`src/rtl/target_motion_ctrl_if.sv`:
```
// Request channel from the target sequencer to the sprite drawer.
// Fields are held with draw_req until the drawer returns a one-cycle draw_ack.
interface target_motion_ctrl_if #(
    parameter int IDX_W = 1,
    parameter int X_W   = 8,
    parameter int Y_W   = 7
) ();
    logic             draw_req;
    logic             draw_erase;
    logic [IDX_W-1:0] draw_idx;
    logic [X_W-1:0]   draw_x;
    logic [Y_W-1:0]   draw_y;
    logic             draw_ack;

    modport master (output draw_req, draw_erase, draw_idx, draw_x, draw_y, input draw_ack);
    modport slave  (input draw_req, draw_erase, draw_idx, draw_x, draw_y, output draw_ack);
endinterface

```
`src/rtl/target_motion_ctrl.sv`:
```
// Multi-target movement sequencer: per tick rise, erase/move/redraw each live target in index order.
// Latency: sweep starts the cycle after the tick rise; MOVE is one cycle between the erase and draw handshakes.
// Backpressure: each request holds until draw_ack; tick rises arriving mid-sweep are dropped.
module target_motion_ctrl #(
    parameter int NUM_TGT   = 2,
    parameter int X_W       = 8,
    parameter int Y_W       = 7,
    parameter int X_MAX     = 152,
    parameter int Y_MAX     = 100,
    parameter int STEP      = 1,
    parameter int DIR_TICKS = 8
) (
    input  logic                   clk,
    input  logic                   reset_n,
    input  logic                   tick,
    input  logic                   spawn,
    input  logic [X_W-1:0]         spawn_x,
    input  logic [Y_W-1:0]         spawn_y,
    input  logic [2*NUM_TGT-1:0]   rand_bits,
    input  logic [NUM_TGT-1:0]     shot,
    input  logic [NUM_TGT-1:0]     escape,
    target_motion_ctrl_if.master   draw,
    output logic [2*NUM_TGT-1:0]   tgt_mode,
    output logic                   sweep_busy,
    output logic                   all_gone
);
    localparam int IDX_W = (NUM_TGT > 1) ? $clog2(NUM_TGT) : 1;
    localparam int DC_W  = (DIR_TICKS > 1) ? $clog2(DIR_TICKS) : 1;

    localparam logic [DC_W-1:0]  DC_LAST  = DC_W'(DIR_TICKS - 1);
    localparam logic [IDX_W:0]   IDX_END  = (IDX_W+1)'(NUM_TGT);
    localparam logic [IDX_W:0]   IDX_ONE  = (IDX_W+1)'(1);
    localparam logic [X_W-1:0]   STEP_X   = X_W'(STEP);
    localparam logic [Y_W-1:0]   STEP_Y   = Y_W'(STEP);
    localparam logic [X_W-1:0]   XMAX_X   = X_W'(X_MAX);
    localparam logic [Y_W-1:0]   YMAX_Y   = Y_W'(Y_MAX);
    localparam logic [X_W:0]     STEP_XE  = (X_W+1)'(STEP);
    localparam logic [Y_W:0]     STEP_YE  = (Y_W+1)'(STEP);
    localparam logic [X_W:0]     XMAX_XE  = (X_W+1)'(X_MAX);
    localparam logic [Y_W:0]     YMAX_YE  = (Y_W+1)'(Y_MAX);

    localparam logic [1:0] M_GONE  = 2'b00;
    localparam logic [1:0] M_ALIVE = 2'b01;
    localparam logic [1:0] M_FALL  = 2'b10;
    localparam logic [1:0] M_FLEE  = 2'b11;

    typedef enum logic [2:0] {S_IDLE, S_SCAN, S_ERASE, S_MOVE, S_DRAW} state_t;

    state_t           state;
    logic [X_W-1:0]   pos_x [NUM_TGT];
    logic [Y_W-1:0]   pos_y [NUM_TGT];
    logic             dir_x [NUM_TGT];
    logic             dir_y [NUM_TGT];
    logic [1:0]       mode  [NUM_TGT];
    logic [DC_W-1:0]  dir_cnt;
    logic [IDX_W:0]   scan_idx;
    logic             tick_q;
    logic             spawn_pend;

    logic             tick_rise;
    logic [IDX_W-1:0] cur;
    logic [X_W-1:0]   sx_cl, nx;
    logic [Y_W-1:0]   sy_cl, ny;
    logic [X_W:0]     xe;
    logic [Y_W:0]     ye;
    logic             ndx, ndy;
    logic [1:0]       nmode;

    assign tick_rise = tick & ~tick_q;
    assign cur       = scan_idx[IDX_W-1:0];
    assign sx_cl     = (spawn_x > XMAX_X) ? XMAX_X : spawn_x;
    assign sy_cl     = (spawn_y > YMAX_Y) ? YMAX_Y : spawn_y;

    // Next position/direction/mode of the target under the scan pointer; bounds clamp, never wrap.
    always_comb begin
        nx    = pos_x[cur];
        ny    = pos_y[cur];
        ndx   = dir_x[cur];
        ndy   = dir_y[cur];
        nmode = mode[cur];
        xe    = {1'b0, pos_x[cur]};
        ye    = {1'b0, pos_y[cur]};
        case (mode[cur])
            M_ALIVE: begin
                if (dir_x[cur]) begin
                    if (xe + STEP_XE > XMAX_XE) begin nx = XMAX_X; ndx = 1'b0; end
                    else                              nx = pos_x[cur] + STEP_X;
                end else begin
                    if (xe < STEP_XE) begin nx = '0; ndx = 1'b1; end
                    else                  nx = pos_x[cur] - STEP_X;
                end
                if (dir_y[cur]) begin
                    if (ye + STEP_YE > YMAX_YE) begin ny = YMAX_Y; ndy = 1'b0; end
                    else                              ny = pos_y[cur] + STEP_Y;
                end else begin
                    if (ye < STEP_YE) begin ny = '0; ndy = 1'b1; end
                    else                  ny = pos_y[cur] - STEP_Y;
                end
            end
            M_FALL: begin
                if (ye + STEP_YE >= YMAX_YE) begin ny = YMAX_Y; nmode = M_GONE; end
                else                               ny = pos_y[cur] + STEP_Y;
            end
            M_FLEE: begin
                if (ye <= STEP_YE) begin ny = '0; nmode = M_GONE; end
                else                     ny = pos_y[cur] - STEP_Y;
            end
            default: ;
        endcase
    end

    always_ff @(posedge clk or negedge reset_n) begin
        if (!reset_n) begin
            state           <= S_IDLE;
            dir_cnt         <= '0;
            scan_idx        <= '0;
            tick_q          <= 1'b0;
            spawn_pend      <= 1'b0;
            sweep_busy      <= 1'b0;
            draw.draw_req   <= 1'b0;
            draw.draw_erase <= 1'b0;
            draw.draw_idx   <= '0;
            draw.draw_x     <= '0;
            draw.draw_y     <= '0;
            for (int i = 0; i < NUM_TGT; i++) begin
                pos_x[i] <= '0;
                pos_y[i] <= '0;
                dir_x[i] <= 1'b1;
                dir_y[i] <= 1'b0;
                mode[i]  <= M_GONE;
            end
        end else begin
            tick_q <= tick;
            for (int i = 0; i < NUM_TGT; i++) begin
                if (mode[i] == M_ALIVE) begin
                    if (shot[i])        mode[i] <= M_FALL;
                    else if (escape[i]) mode[i] <= M_FLEE;
                end
            end
            case (state)
                S_IDLE: begin
                    if (spawn) begin
                        // A tick rise coincident with spawn is remembered and starts the sweep next cycle.
                        spawn_pend <= tick_rise;
                        dir_cnt    <= '0;
                        for (int i = 0; i < NUM_TGT; i++) begin
                            pos_x[i] <= sx_cl;
                            pos_y[i] <= sy_cl;
                            mode[i]  <= M_ALIVE;
                        end
                    end else if (tick_rise || spawn_pend) begin
                        spawn_pend <= 1'b0;
                        sweep_busy <= 1'b1;
                        scan_idx   <= '0;
                        state      <= S_SCAN;
                        dir_cnt    <= (dir_cnt == DC_LAST) ? '0 : dir_cnt + DC_W'(1);
                        if (dir_cnt == '0) begin
                            for (int i = 0; i < NUM_TGT; i++) begin
                                if (mode[i] == M_ALIVE) begin
                                    dir_x[i] <= rand_bits[2*i];
                                    dir_y[i] <= rand_bits[2*i+1];
                                end
                            end
                        end
                    end
                end
                S_SCAN: begin
                    if (scan_idx == IDX_END) begin
                        sweep_busy <= 1'b0;
                        state      <= S_IDLE;
                    end else if (mode[cur] != M_GONE) begin
                        draw.draw_req   <= 1'b1;
                        draw.draw_erase <= 1'b1;
                        draw.draw_idx   <= cur;
                        draw.draw_x     <= pos_x[cur];
                        draw.draw_y     <= pos_y[cur];
                        state           <= S_ERASE;
                    end else begin
                        scan_idx <= scan_idx + IDX_ONE;
                    end
                end
                S_ERASE: begin
                    if (draw.draw_ack) begin
                        draw.draw_req <= 1'b0;
                        state         <= S_MOVE;
                    end
                end
                S_MOVE: begin
                    pos_x[cur] <= nx;
                    pos_y[cur] <= ny;
                    dir_x[cur] <= ndx;
                    dir_y[cur] <= ndy;
                    // ALIVE never changes mode here, so a same-cycle shot/escape above is kept.
                    if (mode[cur] != M_ALIVE) mode[cur] <= nmode;
                    if (nmode == M_GONE) begin
                        scan_idx <= scan_idx + IDX_ONE;
                        state    <= S_SCAN;
                    end else begin
                        draw.draw_req   <= 1'b1;
                        draw.draw_erase <= 1'b0;
                        draw.draw_x     <= nx;
                        draw.draw_y     <= ny;
                        state           <= S_DRAW;
                    end
                end
                S_DRAW: begin
                    if (draw.draw_ack) begin
                        draw.draw_req <= 1'b0;
                        scan_idx      <= scan_idx + IDX_ONE;
                        state         <= S_SCAN;
                    end
                end
                default: state <= S_IDLE;
            endcase
        end
    end

    always_comb begin
        tgt_mode = '0;
        for (int i = 0; i < NUM_TGT; i++) tgt_mode[2*i +: 2] = mode[i];
    end

    assign all_gone = (tgt_mode == '0);

endmodule
```
`src/flat_wrapper.sv`:
```
// flat-port wrapper written by rule: the top's interface ports become plain ports
module target_motion_ctrl_flat 
#(
    parameter int NUM_TGT   = 2,
    parameter int X_W       = 8,
    parameter int Y_W       = 7,
    parameter int X_MAX     = 152,
    parameter int Y_MAX     = 100,
    parameter int STEP      = 1,
    parameter int DIR_TICKS = 8
)
  (clk, reset_n, tick, spawn, spawn_x, spawn_y, rand_bits, shot, escape, tgt_mode, sweep_busy, all_gone, draw_draw_req, draw_draw_erase, draw_draw_idx, draw_draw_x, draw_draw_y, draw_draw_ack);
  target_motion_ctrl_if #(.X_W(X_W), .Y_W(Y_W)) draw_i ();
  input  logic clk;
  input  logic reset_n;
  input  logic tick;
  input  logic spawn;
  input  logic [X_W-1:0] spawn_x;
  input  logic [Y_W-1:0] spawn_y;
  input  logic [2*NUM_TGT-1:0] rand_bits;
  input  logic [NUM_TGT-1:0] shot;
  input  logic [NUM_TGT-1:0] escape;
  output logic [2*NUM_TGT-1:0] tgt_mode;
  output logic sweep_busy;
  output logic all_gone;
  output wire logic [$bits(draw_i.draw_req)-1:0] draw_draw_req;
  output wire logic [$bits(draw_i.draw_erase)-1:0] draw_draw_erase;
  output wire logic [$bits(draw_i.draw_idx)-1:0] draw_draw_idx;
  output wire logic [$bits(draw_i.draw_x)-1:0] draw_draw_x;
  output wire logic [$bits(draw_i.draw_y)-1:0] draw_draw_y;
  input wire logic [$bits(draw_i.draw_ack)-1:0] draw_draw_ack;
  assign draw_draw_req = draw_i.draw_req;
  assign draw_draw_erase = draw_i.draw_erase;
  assign draw_draw_idx = draw_i.draw_idx;
  assign draw_draw_x = draw_i.draw_x;
  assign draw_draw_y = draw_i.draw_y;
  assign draw_i.draw_ack = draw_draw_ack;
  target_motion_ctrl #(.NUM_TGT(NUM_TGT), .X_W(X_W), .Y_W(Y_W), .X_MAX(X_MAX), .Y_MAX(Y_MAX), .STEP(STEP), .DIR_TICKS(DIR_TICKS)) u_core (.clk(clk), .reset_n(reset_n), .tick(tick), .spawn(spawn), .spawn_x(spawn_x), .spawn_y(spawn_y), .rand_bits(rand_bits), .shot(shot), .escape(escape), .draw(draw_i), .tgt_mode(tgt_mode), .sweep_busy(sweep_busy), .all_gone(all_gone));
endmodule
```
`config.mk`:
```
export PLATFORM = sky130hd
export DESIGN_NAME = target_motion_ctrl_flat
export DESIGN_NICKNAME = d
export VERILOG_FILES = /design/src/rtl/target_motion_ctrl_if.sv /design/src/rtl/target_motion_ctrl.sv /design/src/flat_wrapper.sv
export SDC_FILE = /design/constraint.sdc
export NUM_CORES = 1
export LEC_CHECK = 0
export CORE_MARGIN = 1.5
export CORE_UTILIZATION = 47
export DETAILED_ROUTE_END_ITERATION = 16
export HOLD_SLACK_MARGIN = 0.02
export PLACE_DENSITY_LB_ADDON = 0.05
export REMOVE_ABC_BUFFERS = 1
export SLEW_MARGIN = 30
export SYNTH_ARGS = -nofsm -noshare
export SYNTH_HDL_FRONTEND = slang
export SYNTH_SLANG_ARGS = --single-unit
```
`constraint.sdc`:
```
create_clock -name clk -period 3.4 [get_ports clk]
set_clock_uncertainty 0.05 [all_clocks]
set_input_delay 0.68 -clock clk [delete_from_list [all_inputs] [get_ports clk]]
set_output_delay 0.68 -clock clk [all_outputs]
set_load 0.005 [all_outputs]
```
==> impl_metrics.csv <==
group,metric,value,unit
cells_and_area,final_nets,733,
sta,grt_setup_unrepaired,"true",
setup_path,critical_path.cell_chain,"buf_12 -> or4_4 -> a222oi_1 -> nand2b_1 -> o21ai_0 -> nand2_1 -> o221ai_1 -> o21ai_0 -> o21ai_0",
routing,antenna_violating_nets_post_route,0,
setup_path,maximum_fanout_encountered_on_the_critical_timing_path,22,
sta,max_freq,309,MHz
floorplan,io-pin-count,52,
setup_path,critical_path.reg2reg.startpoint,"u_core.scan_idx[0]",
clock_network,cts_hold_buffers,0,
setup_path,timing.critical_path.buf_inv,1,
setup_path,timing.critical_path.to_type,"register",
cells_and_area,syn_to_final_growth,20.5,%
pwr,static-leakage-power,2.54,nW
floorplan,core.rowCount,38,
setup_path,critical_path.max_stage_delay,0.59,ns
logic_synthesis,synth_cell_type_count,81,
global_routing,track_usage,30.3,%
routing,vias,5348,
global_routing,pin_count_of_the_biggest_net_entering_global_routing,32,
routing,avgRoutedWirePerCell,20.1,microns
place,detailed_place.area,5970,sq um
floorplan,core_area,10700,sq um
logic_synthesis,post_synth.cell_area_avg,8.28,sq um
setup_path,rr_worst_depth,9,
place,gpl.final_weighted_congestion,0.931,
global_routing,initial_antenna_violation_count,0,
cells_and_area,final_cell_count_no_fill,840,
clock_network,ctsRootBufferMaster,"clkbuf_8",
logic_synthesis,syn_inst,623,
setup_path,crit_start,"u_core.scan_idx[0]",
setup_path,path_common_cell,"o21ai_0",
clock_network,clock_tree.htree_level_count,3,
setup_path,worstPathRequired,3.58,ns
setup_path,setup.worst_path.start_class,"register",
sta,hold_viol_final,0,
global_routing,overflow,0,
place,io_buffers,51,
routing,met1Wirelength,7.71,mm
global_routing,first_global_vias,4843,
min_path,hold_path.class,"input port to asynchronous set/reset pin",
flow_run,maxcap_viol_count,0,
cells_and_area,final_layout_size_suffix_gt1_share,14.1,%
logic_synthesis,sequential_share_of_the_synthesized_area,32.6,%
routing,met3_wirelength,1.49,mm
setup_path,arrival_time_reported_for_the_critical_path_endpoint,3.42,ns
routing,met2_length,7.40,mm
sta,timing.max_slew.rel_slack,54.1,%
clock_network,numClockSinks,67,
setup_path,timing.critical_path.max_delay_family,"compound AO/OA/AOI/OAI gates",
sta,timing.final.crit_period,3.24,ns
cells_and_area,diodes,0,
pwr,power_per_cell_area,1230,nW/um^2
logic_synthesis,yosys.area.top_type_share,31.5,%
routing,vias_per_cell,6.37,
cells_and_area,stdcell_area,6210,sq um
pwr,power,7.64,mW
setup_path,timing.reg2reg.setup_slack,0.16,ns
sta,setup_violations,0,
setup_path,critical_path.reg2reg.endpoint,"u_core.draw.draw_y[6]",
logic_synthesis,yosys_register_bits,67,
clock_network,maximum_buffer_depth_of_the_clock_tree,2,
global_routing,grt_pass1_wl,26.7,mm
sta,worst_tran_pin_value,0.669,ns
routing,drt-pass1-iter-count,6,
place,dpl.cell_count,821,
logic_synthesis,synth_area,5160,sq um
floorplan,dieArea,11600,sq um
outcome,outcome,"completed",
place,dpl.hpwl,12.8,mm
sta,final.hold.worst_slack,0.222,ns
clock_network,clk-insertion-delay-late,0.36,ns
clock_network,tritoncts,"built",
floorplan,initial_core_util,48.0,%
logic_synthesis,yosysTopAreaCell,"dfrtp_1",
setup_path,critical_path.slowest_cell,"dfrtp_4",
sta,final_min_period_over_clock_period,95.3,%
routing,dr.first_iter.drc_count,626,
logic_synthesis,synth_edf_count,0,
floorplan,die_height,108,microns
logic_synthesis,ys_warn_count,0,
logic_synthesis,post_synth_top_flop,"dfrtp_1",
routing,remaining_design_rule_violation_count,0,
logic_synthesis,fraction_of_synthesis_flops_using_an_asynchronous_set_or_reset_pin,100,%
logic_synthesis,synthTopCellsByArea,"dfrtp_1, o21ai_0, nand2_1",
clock_network,cts.clk_slew.worst_paths,0.08,ns
clock_network,cts-buffers-inserted,9,
setup_path,criticalPathCategory,"register to register",
pwr,worst_vdd_rail_ir_drop,0.505,mV
routing,wl,16.9,mm
floorplan,floorplan.die.width,108,microns
sta,final_max_slew_viol_count,0,
routing,top_sig_layer,"met4",
[where the power goes]
group | internal (mW) | switching [mW] | leakage, nW | total [mW]
sequential | 1.21 | 0.491 | 0.805 | 1.70
clock | 0.358 | 0.339 | 0.102 | 0.697
combinational | 2.20 | 3.04 | 1.63 | 5.24
[through the flow]
step                utilization [%]  setup slack, ns  TNS (ns)
CTS                            57.4           0.0972         0
finish                         57.8            0.160         0
global placement               55.5            0.192         0
global route                   57.8          -0.0229   -0.0450
detailed placement             55.5            0.108         0
floorplan                         -            -1.03    -31.75
[worst max-delay path by stage]
stage                            endpoint  slack [ns]  cells past startpoint
global route        u_core.draw.draw_x[0]       -0.02                     10
floorplan              u_core.scan_idx[0]       -1.03                     11
finish              u_core.draw.draw_y[6]        0.16                      9
detailed placement  u_core.draw.draw_y[2]        0.11                     13
global placement    u_core.draw.draw_x[5]        0.19                     13
CTS                 u_core.draw.draw_y[2]         0.1                     13
[timing repair]
action / 4_1_cts / 5_1_grt
gates resized for setup: 0 / 5
setup buffers: 0 / 3
setup endpoints to repair: 0 / 25
[per-layer routing]
layer	vias to the layer above	track usage (%)
met5	-	0
met4	0	8.36
met3	26	5.15
met2	266	46.2
met1	2554	44.0
li1	2502	-
[cells by family after synthesis]
family / after synthesis / share of synthesized area, %
AO/OA/AOI/OAI: 233 / 30.3
AND/OR/NAND/NOR: 228 / 21.8
adder cells (fa/ha/maj): 10 / 2.43
XOR/XNOR: 10 / 1.70
multiplexers: 30 / 6.89
flip-flops: 67 / 32.6
buffers and inverters: 45 / 4.37
[sequential cells by signal, indices dropped and copies added, names as in the netlist, 2 cells and up]
register            count
u_core.state            3
u_core.pos_x           16
u_core.dir_y            2
u_core.scan_idx         2
u_core.pos_y           14
u_core.dir_cnt          3
u_core.dir_x            2
u_core.draw.draw_x      8
u_core.draw.draw_y      7
u_core.tgt_mode         4
[layout make-up]
cell class / count / area, sq um
repair buffers: 93 / 837
multi-input cells: 511 / 3270
inverters: 13 / 48.8
fillers: 1037 / 4530
clock buffers: 10 / 138
well taps: 140 / 175
flip-flops and latches: 67 / 1680
clock inverters: 6 / 65.1
[worst reg2reg max path, delay by kind of cell, from the launching register on]
kind | cells | cell delay [ns]
AOI/OAI and AO/OA | 5 | 1.37
and+or+nand+nor | 3 | 0.89
buffers and inverters | 1 | 0.20
DFF | 1 | 0.59
[placed cells by master, fill, tap and decap left out, types with 7 or more instances in the layout]
master           netlist  layout
o211ai_1              11      11
clkbuf_8               0      10
or3_1                  7       7
nor2_1                59      59
a211oi_1              13      12
ha_1                  10       9
a221oi_1              11      11
dfrtp_1               65      64
nand2_1               76      76
xnor2_1                7       7
nand3_1               21      21
nor2b_1                7       7
inv_1                 12      12
nor3_1                10      10
o21ai_0               62      62
clkdlybuf4s50_1        0      50
buf_4                  2      40
a21oi_1               54      54
mux2_2                11      11
mux2i_1               13      13
[synth_stat cells, types with 3 or more instances]
library cell and count:
o22ai_1 6, nor4_1 3, a21o_1 6, xnor2_1 7
and3_1 6, o31ai_1 6, nand3_1 21, nor2_1 59
a221oi_1 11, a211o_1 3, a211oi_1 13, mux2i_2 3
nor3_1 10, o21ai_0 62, o32ai_1 3, o221ai_1 3
nand2b_1 4, o311ai_0 3, nor2b_1 7, ha_1 10
o21a_1 4, xor2_1 3, a311oi_1 3, dfrtp_1 65
nand4_1 5, a22o_1 5, buf_2 3, a22oi_1 6
nand2_1 76, inv_1 12, or3_1 7, clkbuf_1 20
a31oi_1 6, a32oi_1 3, a21oi_1 54, buf_6 6
o211ai_1 11, mux2i_1 13, and2_1 5, nand3b_1 6
mux2_2 11
Power figures use the tool's default switching activity.
